### config.mk
export PLATFORM = sky130hd
export DESIGN_NAME = gated_vco_voice
export DESIGN_NICKNAME = d
export VERILOG_FILES = /design/src/rtl/discrete_pkg.sv /design/src/rtl/ar_envelope_generator.sv /design/src/rtl/gated_vco_voice.sv
export SDC_FILE = /design/constraint.sdc
export NUM_CORES = 1
export LEC_CHECK = 0
export CORE_UTILIZATION = 55
export DETAILED_ROUTE_END_ITERATION = 8
export PLACE_DENSITY_LB_ADDON = 0.05
export SLEW_MARGIN = 20
export SYNTH_ARGS = -nofsm -noshare
export SYNTH_HDL_FRONTEND = slang
export SYNTH_HIERARCHICAL = 1
export SYNTH_SLANG_ARGS = --single-unit
### constraint.sdc
create_clock -name clk -period 16.8 [get_ports clk]
set_input_delay 1.68 -clock clk [delete_from_list [all_inputs] [get_ports clk]]
set_output_delay 1.68 -clock clk [all_outputs]
set_load 0.1 [all_outputs]
### src/rtl/discrete_pkg.sv
// Shared types and arithmetic helpers for the discrete sound-effect voices.
// Helpers work on 32-bit signed values so any voice width up to 30 bits can use them.
package discrete_pkg;

  localparam int SIGNAL_WIDTH_DEFAULT = 16;

  typedef enum logic [1:0] {
    ENV_IDLE,
    ENV_ATTACK,
    ENV_HOLD,
    ENV_DECAY
  } env_state_t;

  // Envelope ceiling leaves two bits of headroom for the DC block and output gain.
  function automatic int env_max(input int sw);
    return (1 << (sw - 2)) - 1;
  endfunction

  function automatic logic signed [31:0] apply_gain(input logic signed [31:0] y,
                                                    input int pos_q2,
                                                    input int neg_q2);
    logic signed [31:0] p;
    p = (y > 0) ? y * pos_q2 : y * neg_q2;
    return p >>> 2;
  endfunction

  function automatic logic signed [31:0] saturate(input logic signed [31:0] v,
                                                  input int sw);
    logic signed [31:0] hi;
    logic signed [31:0] lo;
    hi = (1 <<< (sw - 1)) - 1;
    lo = -(1 <<< (sw - 1));
    if (v > hi) return hi;
    if (v < lo) return lo;
    return v;
  endfunction

endpackage

### src/rtl/ar_envelope_generator.sv
// Trigger-gated attack/release envelope; state and level advance once per audio strobe.
//  state      | meaning
//  ENV_IDLE   | silent, env held at 0
//  ENV_ATTACK | rising by ATTACK_STEP toward ENV_MAX
//  ENV_HOLD   | at ENV_MAX while the gate stays high
//  ENV_DECAY  | falling by DECAY_STEP toward 0; a new gate re-attacks from the current level
module ar_envelope_generator
  import discrete_pkg::*;
#(
  parameter int SW          = SIGNAL_WIDTH_DEFAULT,
  parameter int ATTACK_STEP = 512,
  parameter int DECAY_STEP  = 16
) (
  input  logic          clk,
  input  logic          I_RSTn,
  input  logic          audio_clk_en,
  input  logic          trigger,
  output logic [SW-1:0] env,
  output logic          active
);

  localparam logic [SW:0] MAX_E = (SW + 1)'(env_max(SW));
  localparam logic [SW:0] ATT_E = (SW + 1)'(ATTACK_STEP);
  localparam logic [SW:0] DEC_E = (SW + 1)'(DECAY_STEP);

  env_state_t    state;
  env_state_t    state_next;
  logic [SW:0]   env_ext;
  logic [SW:0]   rise;
  logic          at_top;
  logic          at_floor;
  logic [SW-1:0] env_d;

  assign env_ext  = {1'b0, env};
  assign rise     = env_ext + ATT_E;
  assign at_top   = (rise >= MAX_E);
  assign at_floor = (env_ext <= DEC_E);

  always_ff @(posedge clk) begin
    if (!I_RSTn) begin
      state <= ENV_IDLE;
      env   <= '0;
    end else if (audio_clk_en) begin
      state <= state_next;
      env   <= env_d;
    end
  end

  always_comb begin
    state_next = state;
    case (state)
      ENV_IDLE:   if (trigger) state_next = ENV_ATTACK;
      ENV_ATTACK: begin
        if (!trigger)    state_next = ENV_DECAY;
        else if (at_top) state_next = ENV_HOLD;
      end
      ENV_HOLD:   if (!trigger) state_next = ENV_DECAY;
      ENV_DECAY: begin
        if (trigger)       state_next = ENV_ATTACK;
        else if (at_floor) state_next = ENV_IDLE;
      end
      default:    state_next = ENV_IDLE;
    endcase
  end

  // The level applied on a strobe is the one belonging to the state being entered.
  always_comb begin
    env_d = env;
    case (state_next)
      ENV_IDLE:   env_d = '0;
      ENV_ATTACK: env_d = at_top ? MAX_E[SW-1:0] : rise[SW-1:0];
      ENV_HOLD:   env_d = MAX_E[SW-1:0];
      ENV_DECAY:  env_d = at_floor ? '0 : env - DEC_E[SW-1:0];
      default:    env_d = '0;
    endcase
    active = (state != ENV_IDLE);
  end

endmodule

### src/rtl/gated_vco_voice.sv
// One discrete voice: gated AR envelope on an LFO-modulated pulse VCO,
// followed by a DC-blocking high-pass and asymmetric output gain.
module gated_vco_voice
  import discrete_pkg::*;
#(
  parameter int                     SIGNAL_WIDTH = SIGNAL_WIDTH_DEFAULT,
  parameter int                     PHASE_WIDTH  = 24,
  parameter logic [PHASE_WIDTH-1:0] BASE_INC     = PHASE_WIDTH'(5000),
  parameter logic [PHASE_WIDTH-1:0] DEV_INC      = PHASE_WIDTH'(1200),
  parameter logic [PHASE_WIDTH-1:0] INC_SLEW     = PHASE_WIDTH'(40),
  parameter logic [7:0]             DUTY         = 8'd160,
  parameter int                     LFO_HALF     = 2400,
  parameter int                     ATTACK_STEP  = 512,
  parameter int                     DECAY_STEP   = 16,
  parameter int                     HP_SHIFT     = 6,
  parameter int                     POS_GAIN_Q2  = 6,
  parameter int                     NEG_GAIN_Q2  = 3
) (
  input  logic                           clk,
  input  logic                           I_RSTn,
  input  logic                           audio_clk_en,
  input  logic                           trigger,
  output logic                           env_active,
  output logic signed [SIGNAL_WIDTH-1:0] out
);

  localparam int SW = SIGNAL_WIDTH;
  localparam int PW = PHASE_WIDTH;
  localparam int XW = SW + 2;
  localparam int CW = (LFO_HALF > 1) ? $clog2(LFO_HALF) : 1;
  localparam logic [CW-1:0] CNT_LAST = CW'(LFO_HALF - 1);

  logic [SW-1:0]        env;
  logic [PW-1:0]        phase;
  logic [PW-1:0]        phase_d;
  logic [PW-1:0]        inc;
  logic [PW-1:0]        inc_d;
  logic [PW-1:0]        target;
  logic [PW-1:0]        step_up;
  logic [PW-1:0]        step_dn;
  logic                 lfo;
  logic [CW-1:0]        lfo_cnt;
  logic                 pulse;
  logic signed [XW-1:0] x;
  logic signed [XW-1:0] x_prev;
  logic signed [XW-1:0] y;
  logic signed [XW-1:0] y_d;
  logic signed [31:0]   g;
  logic signed [SW-1:0] out_d;

  ar_envelope_generator #(
    .SW          (SW),
    .ATTACK_STEP (ATTACK_STEP),
    .DECAY_STEP  (DECAY_STEP)
  ) u_env (
    .clk          (clk),
    .I_RSTn       (I_RSTn),
    .audio_clk_en (audio_clk_en),
    .trigger      (trigger),
    .env          (env),
    .active       (env_active)
  );

  // Increment slews toward the LFO target like an RC-filtered control voltage.
  always_comb begin
    target  = BASE_INC + (lfo ? DEV_INC : '0);
    step_up = target - inc;
    step_dn = inc - target;
    inc_d   = inc;
    if (target > inc)
      inc_d = inc + ((step_up > INC_SLEW) ? INC_SLEW : step_up);
    else if (target < inc)
      inc_d = inc - ((step_dn > INC_SLEW) ? INC_SLEW : step_dn);
    phase_d = phase + inc_d;
  end

  assign pulse = (phase[PW-1 -: 8] < DUTY);
  assign x     = pulse ? signed'({2'b00, env}) : '0;
  assign y_d   = x - x_prev + y - (y >>> HP_SHIFT);
  assign g     = apply_gain(32'(y_d), POS_GAIN_Q2, NEG_GAIN_Q2);
  assign out_d = SW'(saturate(g, SW));

  always_ff @(posedge clk) begin
    if (!I_RSTn) begin
      phase   <= '0;
      inc     <= BASE_INC;
      lfo     <= 1'b0;
      lfo_cnt <= '0;
      x_prev  <= '0;
      y       <= '0;
      out     <= '0;
    end else if (audio_clk_en) begin
      phase  <= phase_d;
      inc    <= inc_d;
      x_prev <= x;
      y      <= y_d;
      out    <= out_d;
      if (lfo_cnt == CNT_LAST) begin
        lfo_cnt <= '0;
        lfo     <= ~lfo;
      end else begin
        lfo_cnt <= lfo_cnt + 1'b1;
      end
    end
  end

endmodule

Word-level counts from Yosys, hierarchy flattened
Cells that the tools add are included.
{"block": "word_totals", "input_bits": 4, "reg_bits": 131}
{"block": "op_classes", "muxes": 25, "reduce_logical": 4, "eq_ne": 7, "add_sub_neg": 12, "n_bitwise": 1, "multipliers": 2, "n_lt_le_gt_ge": 10}
{"op": "2-to-1 mux 16 bit", "n": 7}
{"op": "2-to-1 mux 24 bit", "n": 4}
{"op": "case mux 16 bit (4 select lines)", "n": 1}
{"op": "adder 24 bit", "n": 2}
{"op": "> comparator 24 x 6 -> 1 bit, second input constant", "n": 2}
{"op": "multiplier 18 x 3 -> 21 bit, second input constant", "n": 2}
{"op": "2-to-1 mux 32 bit", "n": 1}
{"op": "> comparator 30 x 16 -> 1 bit, second input constant", "n": 1}
{"op": "less-than comparator 30 x 16 -> 1 bit, second input constant", "n": 1}
{"op": "> comparator 14 x 24 -> 1 bit", "n": 1}
{"op": "less-than comparator 14 x 24 -> 1 bit", "n": 1}
{"op": "subtractor 14 x 24 -> 24 bit", "n": 1}
{"op": "subtractor 24 x 14 -> 24 bit", "n": 1}
{"op": "subtractor 24 bit", "n": 1}
{"op": "adder 18 bit", "n": 1}
{"op": "> comparator 18 x 1 -> 1 bit, second input constant", "n": 1}
{"op": "subtractor 17 x 18 -> 18 bit", "n": 1}
{"op": "subtractor 18 x 12 -> 18 bit", "n": 1}
{"op": "adder 16 x 10 -> 17 bit, second input constant", "n": 1}
{"op": "greater-or-equal comparator 17 x 14 -> 1 bit, second input constant", "n": 1}
{"op": "<= comparator 16 x 5 -> 1 bit, second input constant", "n": 1}
{"op": "subtractor 16 x 5 -> 16 bit, second input constant", "n": 1}
{"op": "adder 13 x 11 -> 14 bit, first input constant", "n": 1}
{"op": "adder 12 x 1 -> 12 bit, second input constant", "n": 1}
{"op": "13 further kinds", "n": 25}

Logic depth before layout (Yosys ltp)
{"block": "logic_depth", "word_depth": 12, "depth_mapped": 34}

Hierarchy
Netlist, hierarchy kept.
{"module": "gated_vco_voice", "seq_area_each_um2": 2222.1, "area_each_um2": 11529.8, "cells_per_inst": 1463, "n_inst": 1}
{"module": "ar_envelope_generator", "seq_area_each_um2": 300.3, "area_each_um2": 1375.1, "cells_per_inst": 180, "n_inst": 1}

Least setup slack after synthesis
OpenSTA, ideal clock, no wires.
{"block": "synth_path", "kind": "reg2reg", "from": "register inc[3]", "to": "register phase[23]", "path_stages_with_launch": 35, "setup_slack_ps": 9952, "required_time_ps": 16685, "arrival_ps": 6734, "setup_time_ps": 115, "cell_sequence": "dfxtp_1 clkbuf_1 inv_1 fa_1 clkbuf_1 nor2b_1 o31ai_1 a22oi_1 nand4b_1 nor4_2 o2111ai_4 clkbuf_1 or2_2 ha_1 a21oi_1 o21ai_0 a21oi_1 o21a_1 o21bai_1 and3_1 o2bb2ai_2 nand3_1 nor3_2 a21oi_1 o21a_1 a21oi_1 ha_1 o21a_1 o21a_1 and3_1 a311o_1 xor2_1 nand2_1 xnor2_1 and2_1"}
{"block": "synth_between", "elab_chain_len": 7, "word_cells_on_any_way": 13, "classes_between": "5 x add/sub; 4 x order compare; 4 x mux"}
{"item": "start: declaration", "line": "gated_vco_voice.sv:36", "source": "logic [PW-1:0] inc;"}
{"item": "start signal: assignment", "line": "gated_vco_voice.sv:94", "source": "inc <= inc_d;"}
{"item": "subtractor 24 x 14 -> 24 bit", "line": "gated_vco_voice.sv:68", "source": "step_dn = inc - target;"}
{"item": "> comparator 24 x 6 -> 1 bit", "line": "gated_vco_voice.sv:73", "source": "inc_d = inc - ((step_dn > INC_SLEW) ? INC_SLEW : step_dn);"}
{"item": "2-to-1 mux 24 bit", "line": "gated_vco_voice.sv:73"}
{"item": "subtractor 24 bit", "line": "gated_vco_voice.sv:73"}
{"item": "2-to-1 mux 24 bit", "line": "gated_vco_voice.sv:72", "source": "else if (target < inc)"}
{"item": "2-to-1 mux 24 bit (*)", "line": "gated_vco_voice.sv:70", "source": "if (target > inc)"}
{"item": "via inc_d[17]", "line": "gated_vco_voice.sv:37", "source": "logic [PW-1:0] inc_d;"}
{"item": "adder 24 bit (*)", "line": "gated_vco_voice.sv:74", "source": "phase_d = phase + inc_d;"}
{"item": "end signal: assignment", "line": "gated_vco_voice.sv:93", "source": "phase <= phase_d;"}
{"item": "end: declaration", "line": "gated_vco_voice.sv:34", "source": "logic [PW-1:0] phase;"}
The timed path passes the listed nets; every way through them passes the cells marked *.
A chain may end at the register's enable or synchronous reset.

Worst setup path in the final report
{"block": "layout_path", "from": "register y[6]", "to": "register out[2]"}
{"block": "layout_between", "elab_chain_len": 9, "word_cells_on_any_way": 14, "classes_between": "2 x add/sub; 2 x mul; 3 x order compare; 7 x mux"}
{"item": "start: declaration", "line": "gated_vco_voice.sv:46", "source": "logic signed [XW-1:0] y;"}
{"item": "start signal: assignment", "line": "gated_vco_voice.sv:96", "source": "y <= y_d;"}
{"item": "adder 18 bit", "line": "gated_vco_voice.sv:79", "source": "assign y_d = x - x_prev + y - (y >>> HP_SHIFT);"}
{"item": "subtractor 18 x 12 -> 18 bit (*)", "line": "gated_vco_voice.sv:79"}
{"item": "via y_d[10]", "line": "gated_vco_voice.sv:47", "source": "logic signed [XW-1:0] y_d;"}
{"item": "multiplier 18 x 3 -> 21 bit or > comparator 18 x 1 -> 1 bit (tied branches)", "line": "discrete_pkg.sv:23", "source": "p = (y > 0) ? y * pos_q2 : y * neg_q2;"}
{"item": "2-to-1 mux 32 bit (*)", "line": "discrete_pkg.sv:23"}
{"item": "less-than comparator 30 x 16 -> 1 bit", "line": "discrete_pkg.sv:34", "source": "if (v < lo) return lo;"}
{"item": "2-to-1 mux 1 bit (2 in series)", "line": "discrete_pkg.sv:34"}
{"item": "2-to-1 mux 16 bit", "line": "discrete_pkg.sv:35", "source": "return v;"}
{"item": "2-to-1 mux 16 bit (*)", "line": "discrete_pkg.sv:34"}
{"item": "end signal: assignment", "line": "gated_vco_voice.sv:97", "source": "out <= out_d;"}
{"item": "end: declaration", "line": "gated_vco_voice.sv:24", "source": "output logic signed [SIGNAL_WIDTH-1:0] out"}
The timed path passes the listed nets; every way through them passes the cells marked *. The select of a mux whose other input is x is not followed.

==> results.yml <==
route:
  drt_pass1_iterations: 5
  avgViaCountPerCell: 5.940
  drtAntennaViolNets: 0
  postRouteWirelength_mm: 32.79
  wl_per_cell_um: 16.86
  drc: 0
  drtIter0Drc: 834
  vias: 11553
flow_run:
  drv_cap: 0
cells_and_area:
  postLayoutCellArea_mm2: 0.01383
  drive_gt1_frac: 0.07108
  nets: 1787
  nFillCells: 2064
  syn2layout_area_growth_pct: 7.136
  diodes: 0
global_routing:
  antenna_found_initial: 0
  grt_usage: 0.2777
  grt-ovfl-total: 0
  grt_pass1_wl_mm: 54.15
  grt_pass1_vias: 10973
  grt_start_max_net_pins: 67
setup_path:
  cp_data_required_time_ns: 17.15
  path_max_fanout: 15
  path_class: "register to register"
  cp_top_family: "compound AO/OA/AOI/OAI gates"
  r2r-start: "y[6]$_SDFFE_PN0P_"
  rr_endpoint: "out[2]$_SDFFE_PN0P_"
  critPathBufInv: 4
  cp_slowest_stage_delay_ns: 0.76
  end_kind: "register"
  crit_slowest_cell: "a2111oi_0"
  r2r_setup_slack_ns: 8.75
  cp_data_arrival_time_ns: 8.40
  reg2regPathDepth: 31
  start_kind: "register"
floorplanning:
  die_w_um: 155.2
  io_pins: 21
  coreArea_mm2: 0.02285
  die_area_mm2: 0.02408
  rows: 55
  die_h_um: 155.2
  start_util: 0.5648
timing:
  final-setup-viol-count: 0
  worst_pin_slew_ns: 1.016
  period_share: 0.4793
  finalHoldViolCount: 0
  rsz0062_at_grt: "false"
  slew_violations: 0
  tns_ns: 0
  finClkSkew_ns: 0.01231
  fmax_mhz: 124.2
  relSlewSlack: 0.3209
  fin_crit_ns: 8.052
synth:
  ys.flop_type: "dfxtp_1"
  synth-async-reset-ratio: 0
  ys_seq_elements: 126
  synth_edf_count: 0
  syn_inst: 1643
  synth_area_mm2: 0.01290
  ys_seq_area_frac: 0.1955
  yosys_warnings: 6
  yosysTopAreaCellShare: 0.1955
  synth_largest_area_cell: "dfxtp_1"
  synthTopCellsByArea: "dfxtp_1, ha_1, fa_1, a21oi_1, xnor2_1"
  synth_cell_types: 112
  syn-mean-instance-area_um2: 7.854
outcome:
  status: "completed"
placement:
  portBuffers: 20
  place_area_mm2: 0.01324
  place_hpwl_mm: 24.03
  place_congestion: 0.8959
clocking:
  cts_hold_buf: 0
  clk_pin_slew_ns: 0.07
  cts_resized: 0
  clkLatencyLatePin_ns: 0.43
  cts.path.max_buffers: 2
  cts_tree: "built"
  cts_root_buf: "clkbuf_16"
  cts_made_buffers: 17
  htreeDepth: 4
  clock_sinks: 126
  cts_setup_buffers: 0
min_path:
  hold_path_depth: 2
  hold_start: "x_prev[15]$_SDFFE_PN0P_"
  hp-class: "register to register"
  min_to: "x_prev[15]$_SDFFE_PN0P_"
## cell usage after synthesis, drive strengths merged (6+ instances only)
cell,instances
mux2,16
o21bai,15
dfxtp,126
nand2,133
ha,129
a21oi,126
and3,17
or3,21
xnor2,69
nor4,19
nor2b,16
buf,19
a22oi,7
nand4,14
xor2,32
a211oi,18
clkbuf,69
nor3,42
or2,8
nand2b,18
nand3,43
or4,9
o311ai,7
o211ai,18
a21boi,8
inv,113
nand4b,7
nor2,148
o21a,18
and2,19
o21ai,108
o221ai,6
a31oi,17
a21o,34
nor3b,8
mux2i,38
fa,35
## through the flow
stage | utilization | std cells | hold slack [ns] | setup WS [ns]
2_1_floorplan | - | 1658 | 0.4453 | 9.952
3_3_place_gp | 0.5796 | 1913 | 0.4539 | 8.879
3_5_place_dp | 0.5796 | 1913 | 0.4556 | 8.817
4_1_cts | 0.6051 | 1945 | 0.4650 | 8.747
5_1_grt | 0.6051 | 1945 | 0.4844 | 7.917
6_report | 0.6051 | 1945 | 0.4659 | 8.748
## cells by family after synthesis
| family | after synthesis | synth area share |
|---|---|---|
| buffers and inverters | 201 | 0.06254 |
| DFF | 126 | 0.1955 |
| and+or+nand+nor | 544 | 0.2148 |
| adders and majority gates | 164 | 0.1794 |
| other | 2 | 0.0005820 |
| muxes | 54 | 0.04402 |
| AOI/OAI and AO/OA | 451 | 0.2347 |
| xor gates and xnor gates | 101 | 0.06855 |
## how the worst max path moves through the flow
stage,from,to,slack [ns],depth (start not counted)
after floorplan,inc[3]$_SDFFE_PN1P_,phase[23]$_SDFFE_PN0P_,9.95,34
after global placement,y[6]$_SDFFE_PN0P_,out[7]$_SDFFE_PN0P_,8.88,31
after detailed placement,y[6]$_SDFFE_PN0P_,out[7]$_SDFFE_PN0P_,8.82,31
after CTS,y[6]$_SDFFE_PN0P_,out[2]$_SDFFE_PN0P_,8.75,31
after global routing,y[6]$_SDFFE_PN0P_,out[7]$_SDFFE_PN0P_,7.92,31
final,y[6]$_SDFFE_PN0P_,out[2]$_SDFFE_PN0P_,8.75,31
## layout by cell type, fill, tap and decap left out, types with 8 or more instances in the layout
cell type / Yosys / layout
nor2_1: 148 / 148
nand2_1: 133 / 133
ha_1: 129 / 129
dfxtp_1: 126 / 126
a21oi_1: 124 / 124
inv_1: 113 / 111
o21ai_0: 90 / 89
xnor2_1: 69 / 69
nand3_1: 42 / 42
mux2i_1: 38 / 38
nor3_1: 38 / 37
fa_1: 35 / 35
a21o_1: 34 / 34
xor2_1: 32 / 32
o21ai_1: 17 / 18
and2_1: 18 / 18
nand2b_1: 18 / 18
or3_1: 18 / 18
clkdlybuf4s50_1: 0 / 18
nor4_1: 17 / 17
o211ai_1: 17 / 17
o21a_1: 17 / 17
and3_1: 17 / 17
conb_1: 2 / 17
clkbuf_16: 0 / 17
a31oi_1: 16 / 16
nor2b_1: 16 / 16
a211oi_1: 15 / 15
o21bai_1: 15 / 15
mux2_2: 14 / 14
nand4_1: 14 / 14
buf_4: 5 / 11
or2_2: 8 / 8
## layout make-up
type / count / area, um^2 / area share
timing repair buffer: 30 / 267.8 / 0.01937
tap: 313 / 391.6 / 0.02833
clock buffer: 19 / 442.9 / 0.03204
inverter: 113 / 424.2 / 0.03068
multi-input combinational: 1331 / 9637 / 0.6970
sequential: 126 / 2522 / 0.1824
clock inverter: 13 / 140.1 / 0.01014
## registers in the layout, summed over array words and instances (netlist names)
signal and cells:
y 18, u_env/state 2, x_prev 16, phase 24
inc 24, out 16, lfo_cnt 12, u_env/env 13
lfo 1
## worst reg2reg max path, delay by kind of cell, from the launching register on
kind | cells | cell delay, ns
DFF | 1 | 0.39
AOI/OAI and AO/OA | 17 | 4.17
adders and majority gates | 6 | 2.17
buffers and inverters | 4 | 0.26
muxes | 1 | 0.30
and+or+nand+nor | 3 | 0.68
## layer usage
layer  wire, um  track usage  vias to the layer above
met5          0            0                        -
met4        776      0.09150                        0
met3       1013      0.03287                       42
met2      16060       0.4884                      237
met1      14940       0.3525                     5462
li1           -            -                     5812
Power is not shown: default switching activity piles up to over one toggle a cycle in this logic, so the estimate is an artifact.
